===== config.mk =====
export PLATFORM = sky130hd
export DESIGN_NAME = vga_sync_decoder
export DESIGN_NICKNAME = d
export VERILOG_FILES = /design/src/rtl/vga_sync_decoder.sv
export SDC_FILE = /design/constraint.sdc
export NUM_CORES = 1
export LEC_CHECK = 0
export BUFFER_PORTS_ARGS = -buffer_cell sky130_fd_sc_hd__buf_2
export CAP_MARGIN = 20
export CORE_MARGIN = 8
export CORE_UTILIZATION = 60
export DETAILED_ROUTE_END_ITERATION = 8
export GPL_TIMING_DRIVEN = 1
export HOLD_SLACK_MARGIN = 0.15
export PLACE_DENSITY = 0.78
export SLEW_MARGIN = 20
export SYNTH_ARGS = -nofsm -noshare
export SYNTH_HDL_FRONTEND = slang
export SYNTH_SLANG_ARGS = --single-unit

===== constraint.sdc =====
create_clock -name CLK -period 7.4 [get_ports CLK]
set_clock_uncertainty 0.15 [all_clocks]
set_input_delay 0.74 -clock CLK [delete_from_list [all_inputs] [get_ports CLK]]
set_output_delay 0.74 -clock CLK [all_outputs]
set_load 0.005 [all_outputs]

===== src/rtl/vga_sync_decoder.sv =====
// Recovers pixel position, lock state and timing errors from an active-low VGA HS/VS pair.
// Latency: outputs register on the same CLK edge as the sampling pixel strobe (1 CLK).
// Backpressure: none; free-running observer, all state advances only on i_pix_stb.
module vga_sync_decoder #(
   parameter int H_ACTIVE   = 640,
   parameter int H_FP       = 16,
   parameter int H_SYNC     = 96,
   parameter int H_TOTAL    = 800,
   parameter int V_ACTIVE   = 480,
   parameter int V_FP       = 10,
   parameter int V_TOTAL    = 525,
   parameter int LOCK_LINES = 2,
   parameter int TIMEOUT    = 1024
) (
   input  logic       CLK,
   input  logic       RST_BTN,
   input  logic       i_pix_stb,
   input  logic       i_hs,
   input  logic       i_vs,
   output logic [9:0] o_x,
   output logic [8:0] o_y,
   output logic       o_active,
   output logic       o_locked,
   output logic       o_frame_start,
   output logic       o_err
);

   typedef enum logic [1:0] {UNLOCKED, H_LOCK, LOCKED} state_t;

   state_t      state_q;
   logic [9:0]  hcnt_q, hcnt_d;
   logic [9:0]  vcnt_q, vcnt_d;
   logic        hs_q, vs_q;
   logic [10:0] line_q, line_d;     // strobes since the last HS fall
   logic [9:0]  width_q, width_d;   // strobes with HS low in the current pulse
   logic [10:0] tmo_q, tmo_d;       // strobes since the last HS fall or timeout
   logic [9:0]  frame_q, frame_d;   // HS falls since the last VS fall
   logic [3:0]  good_q;
   logic        first_edge_q;

   logic hs_fall, hs_rise, vs_fall, h_wrap;
   logic good_line, line_err, width_err, tmo_err, frame_err, any_err;
   logic lock_nxt;

   // Edge detection, counter next-states and error classification for the current strobe
   always_comb begin
      hs_fall   = hs_q & ~i_hs;
      hs_rise   = ~hs_q & i_hs;
      vs_fall   = vs_q & ~i_vs;
      // A forced HS resync takes priority over the natural end-of-line wrap
      h_wrap    = ~hs_fall && (hcnt_q == 10'(H_TOTAL - 1));

      hcnt_d    = hs_fall ? 10'(H_ACTIVE + H_FP) : (h_wrap ? 10'd0 : hcnt_q + 10'd1);
      vcnt_d    = vs_fall ? 10'(V_ACTIVE + V_FP) :
                  (h_wrap ? ((vcnt_q == 10'(V_TOTAL - 1)) ? 10'd0 : vcnt_q + 10'd1) : vcnt_q);

      // Line length is only judged once a previous HS fall has armed the counter
      good_line = hs_fall && first_edge_q && (line_q == 11'(H_TOTAL));
      line_err  = hs_fall && first_edge_q && (line_q != 11'(H_TOTAL));
      width_err = hs_rise && (width_q != 10'(H_SYNC));
      tmo_err   = ~hs_fall && (tmo_q == 11'(TIMEOUT - 1));
      frame_err = vs_fall && (state_q == LOCKED) && (frame_q != 10'(V_TOTAL));
      any_err   = line_err | width_err | tmo_err | frame_err;

      line_d    = hs_fall ? 11'd1 : ((line_q == '1) ? line_q : line_q + 11'd1);
      width_d   = hs_fall ? 10'd1 : ((~i_hs && (width_q != '1)) ? width_q + 10'd1 : width_q);
      tmo_d     = (hs_fall || tmo_err) ? 11'd0 : tmo_q + 11'd1;
      frame_d   = vs_fall ? {9'd0, hs_fall} :
                  ((hs_fall && (frame_q != '1)) ? frame_q + 10'd1 : frame_q);

      // Lock status after this strobe; an error drops lock on the same edge
      lock_nxt  = ~any_err && ((state_q == LOCKED) || ((state_q == H_LOCK) && vs_fall));
   end

   // Strobe-qualified state, lock FSM and registered outputs; pulses clear between strobes
   always_ff @(posedge CLK or negedge RST_BTN) begin
      if (!RST_BTN) begin
         state_q       <= UNLOCKED;
         hcnt_q        <= '0;
         vcnt_q        <= '0;
         hs_q          <= 1'b1;
         vs_q          <= 1'b1;
         line_q        <= '0;
         width_q       <= '0;
         tmo_q         <= '0;
         frame_q       <= '0;
         good_q        <= '0;
         first_edge_q  <= 1'b0;
         o_x           <= '0;
         o_y           <= '0;
         o_active      <= 1'b0;
         o_locked      <= 1'b0;
         o_frame_start <= 1'b0;
         o_err         <= 1'b0;
      end else if (i_pix_stb) begin
         hcnt_q  <= hcnt_d;
         vcnt_q  <= vcnt_d;
         hs_q    <= i_hs;
         vs_q    <= i_vs;
         line_q  <= line_d;
         width_q <= width_d;
         tmo_q   <= tmo_d;
         frame_q <= frame_d;
         if (hs_fall) first_edge_q <= 1'b1;

         case (state_q)
            UNLOCKED: begin
               if (any_err) begin
                  good_q <= '0;
               end else if (good_line) begin
                  good_q <= good_q + 4'd1;
                  if (good_q == 4'(LOCK_LINES - 1)) state_q <= H_LOCK;
               end
            end
            H_LOCK, LOCKED: begin
               // Losing lock re-arms line measurement from scratch
               if (any_err) begin
                  state_q      <= UNLOCKED;
                  good_q       <= '0;
                  first_edge_q <= 1'b0;
               end else if ((state_q == H_LOCK) && vs_fall) begin
                  state_q <= LOCKED;
               end
            end
            default: state_q <= UNLOCKED;
         endcase

         o_x           <= (hcnt_d > 10'(H_ACTIVE - 1)) ? 10'(H_ACTIVE - 1) : hcnt_d;
         o_y           <= (vcnt_d > 10'(V_ACTIVE - 1)) ? 9'(V_ACTIVE - 1) : vcnt_d[8:0];
         o_locked      <= lock_nxt;
         o_active      <= lock_nxt && (hcnt_d < 10'(H_ACTIVE)) && (vcnt_d < 10'(V_ACTIVE));
         o_frame_start <= lock_nxt && (hcnt_d == 10'd0) && (vcnt_d == 10'd0);
         o_err         <= any_err;
      end else begin
         o_frame_start <= 1'b0;
         o_err         <= 1'b0;
      end
   end

endmodule

==> flow_metrics.py, run 1 <==
metrics = {
    "status": {
        "status": "completed",
    },
    "floorplanning": {
        "start_util": 0.6114,
        "core_area_um2": 8593,
        "num_io_pins": 28,
        "die_h_um": 109.6,
        "placementRows": 34,
        "fp.dieW_um": 109.6,
        "die-area_um2": 12010,
    },
    "finish": {
        "drive_above_1_share": 0.09883,
        "finalNetCount": 612,
        "finish.utilization": 0.6556,
        "fin_cells": 705,
        "num_antenna_cells": 0,
        "stdcell_area_um2": 5634,
        "area_growth_pct": 7.240,
    },
    "yosys": {
        "synth_area_leaders": "dfrtp_1 44%, nor2_1 5.5%, xor2_1 3.7%",
        "ys_seq_area_frac": 0.4482,
        "synth_area_um2": 5254,
        "synth.distinct_cells": 64,
        "synth_fp_nets": 598,
        "synth_top_area_frac": 0.4382,
        "synth_common_cells": "92 x dfrtp_1, 77 x nor2_1, 42 x nand2_1, 36 x a21oi_1, 35 x o21ai_0",
        "syn_avg_cell_area_um2": 9.090,
        "yosys_register_bits": 94,
        "syn_inst": 578,
        "yosysMostFrequentCell": "dfrtp_1",
        "yosysTopAreaCell": "dfrtp_1",
        "synth_ff_type": "dfrtp_1",
        "yosysWarningCount": 0,
        "async_flop_share": 1.000,
        "synth_edf_count": 0,
    },
    "global_route": {
        "antenna_found_initial": 0,
        "grt_pass1_wl_um": 18910,
        "grt_max_degree": 75,
        "grt_pass1_vias": 4201,
        "grtUsageTotal": 0.1931,
        "overflow": 0,
    },
    "critical_path": {
        "slowest_stage": "nor2_1",
        "cp-end-kind": "register",
        "crit_path_start": "i_pix_stb",
        "cp.required_ns": 7.54,
        "path_delay_family": "buffers and inverters",
        "regToRegStartpoint": "hcnt_q[1]$_DFFE_PN0P_",
        "worstSetupPathType": "primary input to register",
        "cp_max_fo": 74,
        "critPathLaunchType": "primary input",
        "arrival_ns": 3.29,
        "max_stage_delay_ns": 0.59,
        "crit_buf_inv": 3,
        "worstPathCellList": "buf_2, buf_4, inv_1, nor2_1, o21ai_0, or3_1, a21oi_1",
    },
    "clocking": {
        "clockBufferDepth": 2,
        "cts_buffers": 9,
        "path_clk_slew_ns": 0.09,
        "insertion_delay_ns": 0.36,
        "hold_buffers": 0,
        "cts_tree": "built",
        "cts_resized": 0,
        "htree_levels": 3,
        "cts_root_buffer": "clkbuf_8",
        "clock_sinks": 94,
        "cts_setup_buffers": 0,
    },
    "timing": {
        "period_share": 0.4248,
        "hold_ws_ns": 0.2005,
        "finalCriticalPeriod_ns": 3.144,
        "tns_ns": 0,
        "setup_viol": 0,
        "drv_slew": 0,
        "rsz0062_at_grt": "no",
        "finalHoldViolCount": 0,
        "fmax_mhz": 318.1,
        "slew-limit-headroom": 0.3740,
        "tightest_slew_ns": 0.9371,
    },
    "power": {
        "irDropWorstVdd_mv": 0.1214,
        "p_leak_nw": 2.402,
        "p_per_area_nw_per_um2": 231.1,
    },
    "place": {
        "port_buffers": 27,
        "placed_cells": 689,
        "hpwl_um": 7674,
        "place_area_um2": 5418,
        "gp_congestion": 0.8981,
    },
    "detailed_routing": {
        "first_iter_violations": 243,
        "route.detailed.drc": 0,
        "avgRoutedWirePerCell_um": 15.49,
        "postRouteWirelength_um": 10920,
        "firstDrtPassIters": 5,
        "via_per_inst": 6.157,
        "ant_nets": 0,
        "vias": 4341,
    },
    "job": {
        "drv_cap": 0,
    },
    "min_path": {
        "hp-class": "primary input to asynchronous set/reset pin",
    },
}
## state kept, by name, indices dropped and copies added (netlist names), 2 cells and up
signal	cells
frame_q	10
good_q	4
hcnt_q	10
line_q	11
o_x	10
o_y	9
state_q	2
tmo_q	11
vcnt_q	10
width_q	10
## where the power goes
part / internal [W] / total (W) / switching (W)
registers: 0.000577 / 0.000652 / 0.0000754
logic: 0.000116 / 0.000275 / 0.000159
clock network: 0.000200 / 0.000375 / 0.000175
## final cells by class
| class | instances | area [um^2] |
|---|---|---|
| Tap cell | 108 | 135.1 |
| Timing Repair Buffer | 29 | 152.6 |
| Clock buffer | 13 | 148.9 |
| Clock inverter | 3 | 67.56 |
| Multi-Input combinational cell | 431 | 2674 |
| Inverter | 27 | 101.3 |
| Fill cell | 685 | 2959 |
| Sequential cell | 94 | 2355 |
## worst paths after layout
path	cells past startpoint	to	slack, ns
min reg2reg	1	o_y[6]$_DFFE_PN0P_	0.35
min	1	frame_q[5]$_DFFE_PN0P_	0.20
max	7	frame_q[9]$_DFFE_PN0P_	4.26
max in group asynchronous	2	o_x[4]$_DFFE_PN0P_	5.84
min in group CLK	1	o_y[6]$_DFFE_PN0P_	0.35
max reg2reg	6	o_y[5]$_DFFE_PN0P_	4.30
## per-stage QoR
stage | setup WS (ns) | total power, W
after floorplan | 4.901 | 0.0008584
after global placement | 3.984 | 0.0009246
after detailed placement | 3.864 | 0.0009374
after CTS | 4.252 | 0.001310
after global routing | 3.959 | 0.001385
final | 4.256 | 0.001302
## layout by cell type, fill, tap and decap left out, types with 11 or more instances in the layout
cell type / instances
o21ai_0: 35
a21oi_1: 36
ha_1: 15
buf_2: 26
nor2_1: 77
nand3_1: 29
dfrtp_1: 92
nand2_1: 42
xor2_1: 22
nand4_1: 26
xnor2_1: 11
inv_1: 27
## cell families (layout without fill, tap and decap cells)
| kind of cell | count (synthesis) | count (layout) | synth area share |
|---|---|---|---|
| AO/OA/AOI/OAI | 131 | 131 | 0.1610 |
| XOR/XNOR | 33 | 33 | 0.05501 |
| adder cells (fa/ha/maj) | 15 | 15 | 0.03572 |
| buffers and inverters | 53 | 72 | 0.04287 |
| flip-flops | 94 | 94 | 0.4482 |
| multiplexers | 7 | 7 | 0.01453 |
| AND/OR/NAND/NOR | 245 | 245 | 0.2427 |
## layer usage
metal / track usage / vias to the layer above / wire length, um
met4: 0.09450 / 0 / 255
li1: - / 2108 / -
met1: 0.2372 / 2111 / 4910
met3: 0.03693 / 23 / 458
met5: 0 / - / 0
met2: 0.3200 / 99 / 5297
## worst reg2reg max path, delay by kind of cell (launching register included)
family | cells | cell delay (ns)
AO/OA/AOI/OAI | 2 | 0.87
adder cells (fa/ha/maj) | 1 | 0.31
flip-flops | 1 | 0.43
AND/OR/NAND/NOR | 3 | 1.24
Note: power is estimated with default switching activity, not from simulation.
==> run 2: changes to the inputs <==
--- a/config.mk
+++ b/config.mk
@@ -5,14 +5,15 @@
 export SDC_FILE = /design/constraint.sdc
 export NUM_CORES = 1
 export LEC_CHECK = 0
+export ABC_AREA = 1
 export BUFFER_PORTS_ARGS = -buffer_cell sky130_fd_sc_hd__buf_2
 export CAP_MARGIN = 20
 export CORE_MARGIN = 8
-export CORE_UTILIZATION = 60
+export CORE_UTILIZATION = 56
 export DETAILED_ROUTE_END_ITERATION = 8
 export GPL_TIMING_DRIVEN = 1
 export HOLD_SLACK_MARGIN = 0.15
-export PLACE_DENSITY = 0.78
+export PLACE_DENSITY = 0.77
 export SLEW_MARGIN = 20
 export SYNTH_ARGS = -nofsm -noshare
 export SYNTH_HDL_FRONTEND = slang
==> constraint.sdc (replaced) <==
create_clock -name CLK -period 2.8 [get_ports CLK]
set_clock_uncertainty 0.15 [all_clocks]
set_input_delay 0.28 -clock CLK [delete_from_list [all_inputs] [get_ports CLK]]
set_output_delay 0.28 -clock CLK [all_outputs]
set_load 0.005 [all_outputs]
==> run 2 against run 1 <==
Net effect:
- largest cell class unchanged
- via count is 9.7% higher
- worst hold slack better by 0.077 ns
- cell count is 27% higher
- largest power group unchanged
- wire length is 12% higher
- total power grew to 3.0 times the previous value
- non-clock buffer count is 7 higher
==> flow_metrics.py, run 2 <==
metrics = {
    "min_path": {
        "hp-class": "primary input to register",
        "worstHoldPathCells": 4,
        "hold_end": "tmo_q[1]$_DFFE_PN0P_",
        "holdCritStartpoint": "i_pix_stb",
    },
    "finish": {
        "layout_common_cells": "164 x nand2_1, 92 x dfrtp_1, 90 x inv_1",
        "area_growth_pct": 9.884,
        "reg.largest.list": "line_q (11), tmo_q (11)",
        "mostFrequentLayoutCell": "nand2_1",
        "drive_above_1_share": 0.1303,
        "fillCellCount": 882,
        "num_antenna_cells": 0,
        "finalNetCount": 776,
    },
    "timing": {
        "slew-limit-headroom": 0.5645,
        "finalWorstSetupSlack_ns": 0.4286,
        "tightest_slew_ns": 0.6532,
        "setup_viol": 0,
        "tns_ns": 0,
        "finalCriticalPeriod_ns": 2.371,
        "drv_slew": 0,
        "fmax_mhz": 421.7,
        "finalHoldViolCount": 0,
        "period_share": 0.8469,
        "rsz0062_at_grt": "no",
    },
    "critical_path": {
        "worstSetupPathType": "primary input to register",
        "max_stage_delay_ns": 0.53,
        "cp_max_fo": 13,
        "r2r_setup_slack_ns": 0.47,
        "regToRegStartpoint": "vs_q$_DFFE_PN1P_",
        "reg2reg_to": "frame_q[6]$_DFFE_PN0P_",
        "slowest_stage": "dlygate4sd3_1",
        "critPathLaunchType": "primary input",
        "ff2ff_path_depth": 8,
        "worstPathCellList": "dlygate4sd3_1, buf_2, nor2_1, inv_1, o21ai_2, nand2_1, o21ai_0, o21ai_0, nor2_1",
        "cp.required_ns": 2.95,
        "arrival_ns": 2.52,
        "cp-end-kind": "register",
    },
    "clocking": {
        "cts_buffers": 9,
        "hold_buffers": 3,
        "cts_tree": "built",
        "cts_setup_buffers": 0,
        "cts_resized": 0,
        "path_clk_slew_ns": 0.10,
        "insertion_delay_ns": 0.36,
        "htree_levels": 3,
        "clock_sinks": 94,
        "cts_root_buffer": "clkbuf_8",
        "clockBufferDepth": 2,
    },
    "yosys": {
        "synth_ff_type": "dfrtp_1",
        "synth_area_leaders": "dfrtp_1 42%, nand2_1 11%, inv_1 6.2%",
        "synth_common_cells": "164 x nand2_1, 92 x dfrtp_1, 90 x inv_1, 81 x nor2_1, 50 x nand3_1",
        "ys_seq_area_frac": 0.4296,
        "synth.distinct_cells": 44,
        "yosys_register_bits": 94,
        "yosysMostFrequentCell": "nand2_1",
        "yosysWarningCount": 0,
        "synth_fp_nets": 744,
        "synth_edf_count": 0,
        "async_flop_share": 1.000,
        "synth_top_area_frac": 0.4200,
        "yosysTopAreaCell": "dfrtp_1",
        "syn_inst": 724,
        "synth_area_um2": 5482,
        "syn_avg_cell_area_um2": 7.571,
    },
    "floorplanning": {
        "core_area_um2": 9639,
        "start_util": 0.5687,
        "fp.dieW_um": 114.9,
        "num_io_pins": 28,
        "placementRows": 36,
        "die-area_um2": 13210,
        "die_h_um": 114.9,
    },
    "detailed_routing": {
        "postRouteWirelength_um": 12220,
        "avgRoutedWirePerCell_um": 13.68,
        "via_per_inst": 5.330,
        "vias": 4760,
        "firstDrtPassIters": 5,
        "first_iter_violations": 428,
        "route.detailed.drc": 0,
        "ant_nets": 0,
    },
    "global_route": {
        "grt_pass1_vias": 4691,
        "grt_util_met1": 0.2671,
        "grtUsageMet2": 0.3161,
        "antenna_found_initial": 0,
        "grtUsageTotal": 0.1976,
        "grt_max_degree": 53,
        "grt_use_met3": 0.03099,
        "grt_most_used_layer": "met2",
        "grt_pass1_wl_um": 21470,
        "overflow": 0,
    },
    "power": {
        "total_power_w": 0.003854,
        "p_per_area_nw_per_um2": 639.9,
        "p_leak_nw": 2.920,
        "irDropWorstVdd_mv": 0.3755,
    },
    "place": {
        "post-place-ws_ns": 0.4816,
        "port_buffers": 27,
        "hpwl_um": 8830,
        "gp_congestion": 0.8985,
    },
    "job": {
        "drv_cap": 0,
    },
    "status": {
        "status": "completed",
    },
}
run 2: critical path: cells and delay by family:
kind | cells | cell delay (ns)
buf+inv | 3 | 0.97
simple gates | 3 | 0.54
compound gates | 3 | 0.74
run 2: worst max path at each step:
stage / from / to / slack (ns) / depth (start not counted)
finish: i_vs / frame_q[6]$_DFFE_PN0P_ / 0.43 / 9
CTS: i_vs / frame_q[6]$_DFFE_PN0P_ / 0.45 / 9
global route: i_vs / frame_q[6]$_DFFE_PN0P_ / 0.11 / 9
global placement: vs_q$_DFFE_PN1P_ / frame_q[6]$_DFFE_PN0P_ / 0.57 / 8
floorplan: hcnt_q[0]$_DFFE_PN0P_ / o_x[7]$_DFFE_PN0P_ / 0.90 / 12
detailed placement: vs_q$_DFFE_PN1P_ / frame_q[6]$_DFFE_PN0P_ / 0.48 / 8
run 2: cells by family (layout without fill, tap and decap cells):
family,count (synthesis),count (layout),share of synthesized area
AND/OR/NAND/NOR,376,376,0.3145
buffers and inverters,116,152,0.08263
AO/OA/AOI/OAI,108,108,0.1150
flip-flops,94,94,0.4296
adder cells (fa/ha/maj),15,15,0.03424
XOR/XNOR,15,15,0.02397
run 2: area by class of cell:
class / count / area [um^2] / area share
multi-input cells: 514 / 2674 / 0.4439
flip-flops and latches: 94 / 2355 / 0.3909
clock buffers: 11 / 141.4 / 0.02347
repair buffers: 36 / 212.7 / 0.03531
inverters: 101 / 379.1 / 0.06294
clock inverters: 4 / 95.09 / 0.01579
well taps: 133 / 166.4 / 0.02763
run 2: per-layer routing:
metal | wire, um | part of all wire
met5 | 0 | 0
met3 | 488 | 0.040
met1 | 5915 | 0.48
met2 | 5636 | 0.46
met4 | 179 | 0.015
run 2: power breakdown:
part	internal [W]	switching [W]	total, W
logic	0.000359	0.000627	0.000987
clock network	0.000613	0.000478	0.00109
registers	0.00158	0.000196	0.00178
total	0.00255	0.00130	0.00385
run 2: per-stage QoR:
stage	instances	util	hold WS [ns]	cell area, um^2
global route	893	0.6249	0.3022	6023
global placement	875	0.5972	0.2149	5757
CTS	893	0.6249	0.2743	6023
floorplan	724	-	-0.1656	5482
finish	893	0.6249	0.2773	6023
detailed placement	875	0.5972	0.2147	5757
